**src/rtl/posit_pkg.sv**
```systemverilog
// posit_pkg
//   Shared constants and types for the posit field-decode arbiter.
//   N, ES      : default posit width and exponent field width.
//   RW, MW     : regime width ($clog2(N)+1, signed) and mantissa width
//                (hidden bit plus fraction, N-ES-2).
//   rr_state_t : round-robin pointer (which requester wins a tie).
//   posit_fields_t : decoded {sign, regime, exp, mant}.
// The struct widths follow the package N/ES, so a different posit format
// is selected by editing the defaults here rather than overriding module
// parameters alone.
package posit_pkg;

    localparam int N  = 8;
    localparam int ES = 3;
    localparam int RW = $clog2(N) + 1;
    localparam int MW = N - ES - 2;

    typedef enum logic {
        RR_A = 1'b0,
        RR_B = 1'b1
    } rr_state_t;

    typedef struct packed {
        logic                 sign;
        logic signed [RW-1:0] regime;
        logic [ES-1:0]        exp;
        logic [MW-1:0]        mant;
    } posit_fields_t;

endpackage

```
**src/rtl/posit_field_decode.sv**
```systemverilog
// posit_field_decode
//   Purely combinational posit field extraction.
//   posit  (in,  N)              : raw posit word.
//   fields (out, posit_fields_t) : sign (original MSB), signed regime k,
//                                  exponent (zero-padded when truncated),
//                                  mantissa {1, fraction left-aligned}.
//   Zero and NaR decode to all-zero fields.
module posit_field_decode #(
    parameter int N  = posit_pkg::N,
    parameter int ES = posit_pkg::ES
) (
    input  logic [N-1:0]             posit,
    output posit_pkg::posit_fields_t fields
);
    import posit_pkg::*;

    localparam int BW = N - 1;          // bits after the sign
    localparam int FW = N - ES - 3;     // max fraction bits
    localparam int CW = $clog2(N) + 1;  // run length / regime width

    logic [BW-1:0] mag;
    logic          lead;
    logic [BW-1:0] in_run;
    logic [CW-1:0] run_len;
    logic [CW-1:0] k_bits;
    logic [BW-1:0] tail;
    logic          special;

    // Only the bits below the sign are needed after negation; the low N-1
    // bits of the two's complement equal the negation of those bits.
    assign mag     = posit[N-1] ? (~posit[N-2:0] + 1'b1) : posit[N-2:0];
    assign lead    = mag[BW-1];
    assign special = (posit[N-2:0] == '0);

    // in_run[gi] is set when every bit from the top down to gi matches the
    // leading regime bit, so the run length is the population count.
    generate
        for (genvar gi = 0; gi < BW; gi++) begin : g_run
            assign in_run[gi] = (mag[BW-1:gi] == {(BW-gi){lead}});
        end
    endgenerate

    always_comb begin
        run_len = '0;
        for (int i = 0; i < BW; i++) begin
            run_len = run_len + CW'(in_run[i]);
        end
    end

    // Drop the regime run and its terminator; a run reaching the LSB shifts
    // everything out, which leaves exponent and fraction zero-padded.
    assign tail   = mag << (run_len + CW'(1));
    assign k_bits = lead ? (run_len - CW'(1)) : (CW'(0) - run_len);

    always_comb begin
        fields = '0;
        if (!special) begin
            fields.sign   = posit[N-1];
            fields.regime = k_bits;
            fields.exp    = tail[BW-1 -: ES];
            fields.mant   = {1'b1, tail[BW-1-ES -: FW]};
        end
    end

endmodule

```
**src/rtl/posit_extract_arbiter.sv**
```systemverilog
// posit_extract_arbiter
//   Two-requester round-robin arbiter feeding a 2-stage posit decode pipe.
//   clk, reset            : clock, synchronous active-high reset.
//   a_valid/a_ready/a_posit : requester A handshake and posit.
//   b_valid/b_ready/b_posit : requester B handshake and posit.
//   out_valid/out_ready     : result handshake.
//   out_src                 : 0 = A, 1 = B.
//   out_sign, out_regime, out_exp, out_mant : decoded fields.
//   Optional POSIT_SPECIAL_FLAG_EN adds out_zero / out_nar flags.
//   S1 holds the captured posit, the decoder sits between S1 and S2, and S2
//   is the output register.
module posit_extract_arbiter #(
    parameter int N  = posit_pkg::N,
    parameter int ES = posit_pkg::ES
) (
    input  logic                 clk,
    input  logic                 reset,
    input  logic                 a_valid,
    output logic                 a_ready,
    input  logic [N-1:0]         a_posit,
    input  logic                 b_valid,
    output logic                 b_ready,
    input  logic [N-1:0]         b_posit,
    output logic                 out_valid,
    input  logic                 out_ready,
    output logic                 out_src,
    output logic                 out_sign,
    output logic [$clog2(N):0]   out_regime,
    output logic [ES-1:0]        out_exp,
    output logic [N-ES-3:0]      out_mant
`ifdef POSIT_SPECIAL_FLAG_EN
    ,
    output logic                 out_zero,
    output logic                 out_nar
`endif
);
    import posit_pkg::*;

    rr_state_t     rr_reg, rr_next;
    logic          s1_valid_reg;
    logic          s1_src_reg;
    logic [N-1:0]  s1_posit_reg;
    logic          s2_valid_reg;
    logic          s2_src_reg;
    posit_fields_t s2_fields_reg;
    posit_fields_t dec_fields;

    logic s2_free;
    logic s1_free;
    logic take_a;
    logic take_b;
    logic xfer;

    // A stage can load when it is empty or its content moves on this cycle.
    assign s2_free = !s2_valid_reg || out_ready;
    assign s1_free = !s1_valid_reg || s2_free;

    // Arbitration and readies: a pure function of valids, pointer and
    // occupancy, never of the posit data.
    always_comb begin
        take_a  = 1'b0;
        take_b  = 1'b0;
        a_ready = 1'b0;
        b_ready = 1'b0;
        rr_next = rr_reg;
        if (!reset && s1_free) begin
            a_ready = a_valid && (!b_valid || rr_reg == RR_A);
            b_ready = b_valid && (!a_valid || rr_reg == RR_B);
            take_a  = a_ready;
            take_b  = b_ready;
        end
        // Pointer moves to the requester that lost this transfer.
        if (take_a) begin
            rr_next = RR_B;
        end else if (take_b) begin
            rr_next = RR_A;
        end
    end

    assign xfer = take_a || take_b;

    posit_field_decode #(
        .N  (N),
        .ES (ES)
    ) u_decode (
        .posit  (s1_posit_reg),
        .fields (dec_fields)
    );

    always_ff @(posedge clk) begin
        if (reset) begin
            rr_reg        <= RR_A;
            s1_valid_reg  <= 1'b0;
            s1_src_reg    <= 1'b0;
            s1_posit_reg  <= '0;
            s2_valid_reg  <= 1'b0;
            s2_src_reg    <= 1'b0;
            s2_fields_reg <= '0;
        end else begin
            rr_reg <= rr_next;
            if (s1_free) begin
                s1_valid_reg <= xfer;
                if (xfer) begin
                    s1_posit_reg <= take_b ? b_posit : a_posit;
                    s1_src_reg   <= take_b;
                end
            end
            if (s2_free) begin
                s2_valid_reg <= s1_valid_reg;
                if (s1_valid_reg) begin
                    s2_fields_reg <= dec_fields;
                    s2_src_reg    <= s1_src_reg;
                end
            end
        end
    end

    assign out_valid  = s2_valid_reg;
    assign out_src    = s2_src_reg;
    assign out_sign   = s2_fields_reg.sign;
    assign out_regime = s2_fields_reg.regime;
    assign out_exp    = s2_fields_reg.exp;
    assign out_mant   = s2_fields_reg.mant;

`ifdef POSIT_SPECIAL_FLAG_EN
    logic zero_reg;
    logic nar_reg;

    always_ff @(posedge clk) begin
        if (reset) begin
            zero_reg <= 1'b0;
            nar_reg  <= 1'b0;
        end else if (s2_free && s1_valid_reg) begin
            zero_reg <= (s1_posit_reg == '0);
            nar_reg  <= (s1_posit_reg == {1'b1, {(N-1){1'b0}}});
        end
    end

    assign out_zero = zero_reg;
    assign out_nar  = nar_reg;
`endif

endmodule

```
**config.mk**
```make
export PLATFORM = sky130hd
export DESIGN_NAME = posit_extract_arbiter
export DESIGN_NICKNAME = d
export VERILOG_FILES = /design/src/rtl/posit_pkg.sv /design/src/rtl/posit_field_decode.sv /design/src/rtl/posit_extract_arbiter.sv
export SDC_FILE = /design/constraint.sdc
export NUM_CORES = 1
export LEC_CHECK = 0
export BUFFER_PORTS_ARGS = -buffer_cell sky130_fd_sc_hd__buf_2
export CAP_MARGIN = 20
export CORE_MARGIN = 3
export CORE_UTILIZATION = 47
export CTS_CLUSTER_DIAMETER = 100
export DETAILED_ROUTE_END_ITERATION = 8
export GPL_TIMING_DRIVEN = 0
export PLACE_DENSITY = 0.77
export SYNTH_ARGS = -nofsm -noshare
export SYNTH_HDL_FRONTEND = slang
export SYNTH_SLANG_ARGS = --single-unit
```
**constraint.sdc**
```tcl
create_clock -name clk -period 5.85 [get_ports clk]
set_input_delay 1.17 -clock clk [delete_from_list [all_inputs] [get_ports clk]]
set_output_delay 1.17 -clock clk [all_outputs]
set_load 0.05 [all_outputs]
```
After elaboration in Yosys (flattened, before gate mapping):

Index checks and enable logic that the tools add are counted.

* logic and storage cells: 54
* input port bits: 21
* register bits after elaboration: 24

* equality and inequality tests: 6
* add/subtract/negate cells: 10
* bitwise operators: 2
* reductions and logical operators: 17
* mux-type cells: 8
* shift operators: 1

Operators by type and width (count)
* 4-bit by 1-bit adder with 4-bit output: 4
* 11-bit 2-to-1 mux: 1
* 4-bit by 1-bit adder with 4-bit output, second input constant: 2
* 8-bit 2-to-1 mux: 1
* 7-bit by 1-bit adder with 7-bit output, second input constant: 1
* 7-bit zero test: 1
* 7-bit 2-to-1 mux: 1
* 7-bit inverter: 1
* 7-bit by 4-bit left shift with 7-bit output: 1
* 6-bit equality test: 1
* 5-bit equality test: 1
* 1-bit zero test: 5
* 1-bit logical OR: 5
* 4-bit equality test: 1
* 1-bit 2-to-1 mux: 4
* 4-bit 2-to-1 mux: 1
* 2-bit AND reduction: 2
* 1-bit by 4-bit subtractor with 4-bit output, first input constant: 1
* 4-bit by 1-bit subtractor with 4-bit output, second input constant: 1
* 3-bit equality test: 1
* 1-bit logical AND: 3
* 1-bit by 1-bit adder with 2-bit output: 1
* 2-bit equality test: 1
* 2-bit nonzero test: 1
* 2 further kinds: 2

Depth between registers and ports, before layout:

* depth in word-level cells: 13
* gate-level depth with buffers: 22
* gate-level depth less buffers: 21

Modules after synthesis:

Synthesis repeated with hierarchy kept, for this count alone.

* cell total of the unflattened synthesis: 225
* area total of the unflattened synthesis: 1881.8 um2

Modules (own cells, without submodules)
* posit_extract_arbiter: area each 1082.3 um2, cells each 124, seq. area each 480.5 um2, times used 1
* posit_field_decode: area each 799.5 um2, cells each 101, seq. area each 0.0 um2, times used 1

Worst setup path after synthesis:

OpenSTA, ideal clock, no wires.

* path type: reg2reg
* start: reg s1_posit_reg[0]
* end: reg s2_fields_reg, in the netlist out_exp[1]
* period minus slack after synthesis: 5.143 ns
* path slack: 0.707 ns
* arrival: 5.052 ns
* cell stages (with the launch flop): 22
* cells stage by stage: dfxtp_1 clkbuf_1 inv_1 ha_1 nor2b_1 a21boi_2 nor2_2 or4_4 a22oi_2 ha_1 inv_1 ha_1 inv_1 fa_1 ha_1 inv_1 fa_1 inv_1 ha_1 inv_1 mux4_2 a311oi_1

* word-level cells in the longest chain between the ends: 13
* elaborated cells on any way between the ends: 19
* those cells by class: 8 x add/sub; 6 x eq/ne; 1 x shift; 2 x mux; 1 x bitwise; 1 x reduce/logical

Ends and longest elaborated chain
* start: declaration: RTL line posit_extract_arbiter.sv:42 `logic [N-1:0] s1_posit_reg;`
* start signal: assignment: RTL line posit_extract_arbiter.sv:104 `s1_posit_reg <= take_b ? b_posit : a_posit;`
* 7-bit inverter: RTL line posit_field_decode.sv:31 `assign mag = posit[N-1] ? (~posit[N-2:0] + 1'b1) : posit[N-2:0];`
* 7-bit by 1-bit adder with 7-bit output: RTL line posit_field_decode.sv:31
* 7-bit 2-to-1 mux: RTL line posit_field_decode.sv:31
* 6-bit equality test / 5-bit equality test (equally long branches): RTL line posit_field_decode.sv:39 `assign in_run[gi] = (mag[BW-1:gi] == {(BW-gi){lead}});`
* 1-bit by 1-bit adder with 2-bit output: RTL line posit_field_decode.sv:46 `run_len = run_len + CW'(in_run[i]);`
* 4-bit by 1-bit adder with 4-bit output (5 in series): RTL line posit_field_decode.sv:46
* 4-bit by 1-bit adder with 4-bit output: RTL line posit_field_decode.sv:52 `assign tail = mag << (run_len + CW'(1));`
* 7-bit by 4-bit left shift with 7-bit output: RTL line posit_field_decode.sv:52
* 11-bit 2-to-1 mux (*): RTL line posit_field_decode.sv:57 `if (!special) begin`
* end signal: assignment: RTL line posit_extract_arbiter.sv:111 `s2_fields_reg <= dec_fields;`
* end: declaration: RTL line posit_extract_arbiter.sv:45 `posit_fields_t s2_fields_reg;`

Every way passes the cells marked *; elsewhere a longest branch is shown, timed or not.
A chain may end at the register's enable or synchronous reset.

Worst setup path in the final report:

Ends and elaborated chain as after synthesis.

==> impl_results.md <==
* Crit path max fanout at 9
* Chip Height at 67.9 microns
* Worst R2R End: out_exp[1]
* Vias at 1686
* Synthesized area per cell at 8.61 sq um
* Die X-Extent at 67.9 microns
* Crit. End Element: register
* PortBufs at 34
* Asr flop ratio synth at 0%
* DRC at 0
* EDFF count, synth at 0
* Max_slew headroom at 61.0%
* Max Freq at 0.185 GHz
* Hold WC Path Type: register to register
* Worst endpoint required time at 6.04 ns
* Layout area overhead at 17.5%
* Nets at 278
* Vias in the first global route at 1560
* Skew-Pair Late Insertion Delay at 0.27 ns
* Data arrival, critical path at 5.59 ns
* Mapped Cells at 209
* Ports at 36
* First-pass GRT wire length at 6820 microns
* Critical path type: register to register
* Worst slew pin tran at 0.579 ns
* DR WL/cell at 14.2 microns
* GP Congestion at 0.893
* CTS tree: yes
* Flip-flop and latch count after synthesis at 24
* Reg-to-Reg Start: s1_posit_reg[0]
* Final hold violations at 0
* Die ar. at 0.00461 sq mm
* Hold path startpoint: out_mant[2]
* Largest register FFs at 8
* Register-to-register path setup slack at 0.45 ns
* Routed wire length at 4150 microns
* Crit path time final at 5.40 ns
* Maximum VDD drop at 0.258 mV
* GR Util All Layers at 19.4%
* Gr ovfl total at 0
* Initial antenna violation count at 0
* Mapped cell area at 0.00180 sq mm
* Synth warn at 0
* CTS Buf Count at 3
* Placed cell areas at 0.00203 sq mm
* Hold path depth at 2
* Via/cell ratio at 5.77
* Final period utilization at 92.3%
* Seq/Total Area, Yosys at 26.7%
* Outcome: finished, final reports clean
* Lkg Pwr at 0.899 nW
* Final setup violation count at 0
* Core footprint at 0.00352 sq mm
* Dpl ws at 0.116 ns
* Antenna cells at 0
* R2R depth at 20
* Mapped Nets at 240
* Total clock sinks at 24
* Critical Path Start Type: register
* Antenna-violating nets left at 0
* Fraction of layout cells with a size suffix above 1 at 25.2%
* Hold EP: out_mant[2]
* Fin. max-slew vios at 0
* Rows at 21
* Clk root buf: clkbuf_8
* Yosys cell types at 62
* Largest net degree at the start of global routing at 15
* Clk slew on worst S/H paths at 0.09 ns
* Final HPWL DP at 3210 microns
* Unrepaired setup endpoints after global routing: no
* DRT Pass-1 Iters at 4
* H-tree depth at 1
* Starting Density at 51.1%
* Post-synth top flop: dfxtp_1
* Clock skew at 0.00258 ns
* Fin area at 0.00211 sq mm
* Setup ws final at 0.448 ns
* PD cells at 570 mW/mm^2
* Max cap viols at 0
* Final setup TNS at 0 ns
* Longest Clk Path Bufs at 2
* Hold_buf cts at 0
* DR iter-0 viols at 76
==> final cells by class <==
class                           count  area (sq um)
Fill cell                         327          1410
Multi-Input combinational cell    163          1240
Sequential cell                    24           482
Timing Repair Buffer               34           170
Tap cell                           46          57.6
Buffer                             10          50.0
Clock buffer                        3          41.3
Inverter                           11          41.3
Clock inverter                      1          30.0
==> routing by layer <==
metal	up-vias	global-route usage, %	part of all wire (%)
li1	852	-	-
met1	768	25.1	46
met2	59	34.0	47
met3	7	2.46	6.3
met4	0	4.71	1.1
met5	-	0	0
==> kinds of logic (layout without fill, tap and decap cells) <==
group                    Yosys count  in the layout  synth area share [%]
AND/OR/NAND/NOR                   74             74                  22.5
AO/OA/AOI/OAI                     60             60                  26.4
flip-flops                        24             24                  26.7
buffers and inverters             22             59                  5.29
adder cells (fa/ha/maj)           10             10                  7.79
XOR/XNOR                          10             10                  5.63
multiplexers                       9              9                  5.77
==> how the worst max path moves through the flow <==
stage,start,endpoint
floorplan,s1_posit_reg[0],out_exp[1]
global placement,s1_posit_reg[0],out_exp[1]
detailed placement,s1_posit_reg[0],out_exp[1]
CTS,s1_posit_reg[0],out_exp[1]
global route,s1_posit_reg[0],out_exp[1]
finish,s1_posit_reg[0],out_exp[1]
==> worst max-delay path: stages (launching register included) <==
cell and delay [ns]:
dfxtp_2 0.41, inv_1 0.09, ha_1 0.28, nor2b_1 0.19
a21boi_2 0.28, nor2_2 0.14, or4_4 0.55, a22oi_2 0.20
ha_1 0.15, inv_1 0.04, ha_1 0.26, inv_1 0.04
fa_1 0.47, ha_1 0.17, inv_1 0.06, fa_1 0.59
inv_1 0.07, ha_1 0.40, inv_2 0.16, mux4_2 0.51
a311oi_1 0.25
==> metrics by stage <==
| stage | std cells | hold WS [ns] | total power, mW | utilization, % |
|---|---|---|---|---|
| floorplan | 209 | 0.446 | 0.874 | - |
| global route | 292 | 0.476 | 1.29 | 60.1 |
| finish | 292 | 0.460 | 1.21 | 60.1 |
| detailed placement | 289 | 0.449 | 1.04 | 57.6 |
| CTS | 293 | 0.465 | 1.19 | 59.6 |
| global placement | 289 | 0.443 | 1.02 | 57.6 |
==> power breakdown <==
| part | switching, mW | internal [mW] | total (mW) |
|---|---|---|---|
| combinational | 0.530 | 0.326 | 0.856 |
| sequential | 0.0167 | 0.187 | 0.204 |
| clock | 0.0543 | 0.0915 | 0.146 |
| total | 0.601 | 0.605 | 1.21 |
==> cells in the mapped netlist, types with 4 or more instances <==
cell | n | share of area (%)
dfxtp_1 | 24 | 27
nor2_1 | 21 | 4.4
nand2_1 | 12 | 2.5
inv_1 | 10 | 2.1
ha_1 | 8 | 5.6
nand2b_1 | 8 | 2.8
nor2b_1 | 8 | 2.8
a21oi_1 | 7 | 1.9
mux2i_1 | 7 | 3.9
o21ai_0 | 7 | 1.9
xnor2_1 | 7 | 3.4
clkbuf_1 | 6 | 1.3
nand3_1 | 5 | 1.4
a211oi_1 | 4 | 1.7
a222oi_1 | 4 | 2.2
a32oi_1 | 4 | 1.9
buf_2 | 4 | 1.1
o211ai_1 | 4 | 1.7
==> timing repair <==
action	4_1_cts	5_1_grt
endpoints found under the setup margin	0	5
setup buffers	0	0
resized for setup	0	5
==> placed cells by master, fill, tap and decap left out, types with 3 or more instances in the layout <==
cell type / n
buf_2: 38
nor2b_1: 8
dfxtp_1: 23
nand2_1: 12
a311oi_1: 3
ha_1: 8
nand2b_1: 8
a211oi_1: 4
xnor2_1: 7
a32oi_1: 4
o21ai_0: 7
o21bai_1: 3
clkbuf_1: 5
o211ai_1: 4
nor2_1: 21
nor3_1: 3
mux2i_1: 7
a222oi_1: 4
nand3_1: 5
inv_1: 9
a21oi_1: 7
clkbuf_8: 3
Power figures use the tool's default switching activity.
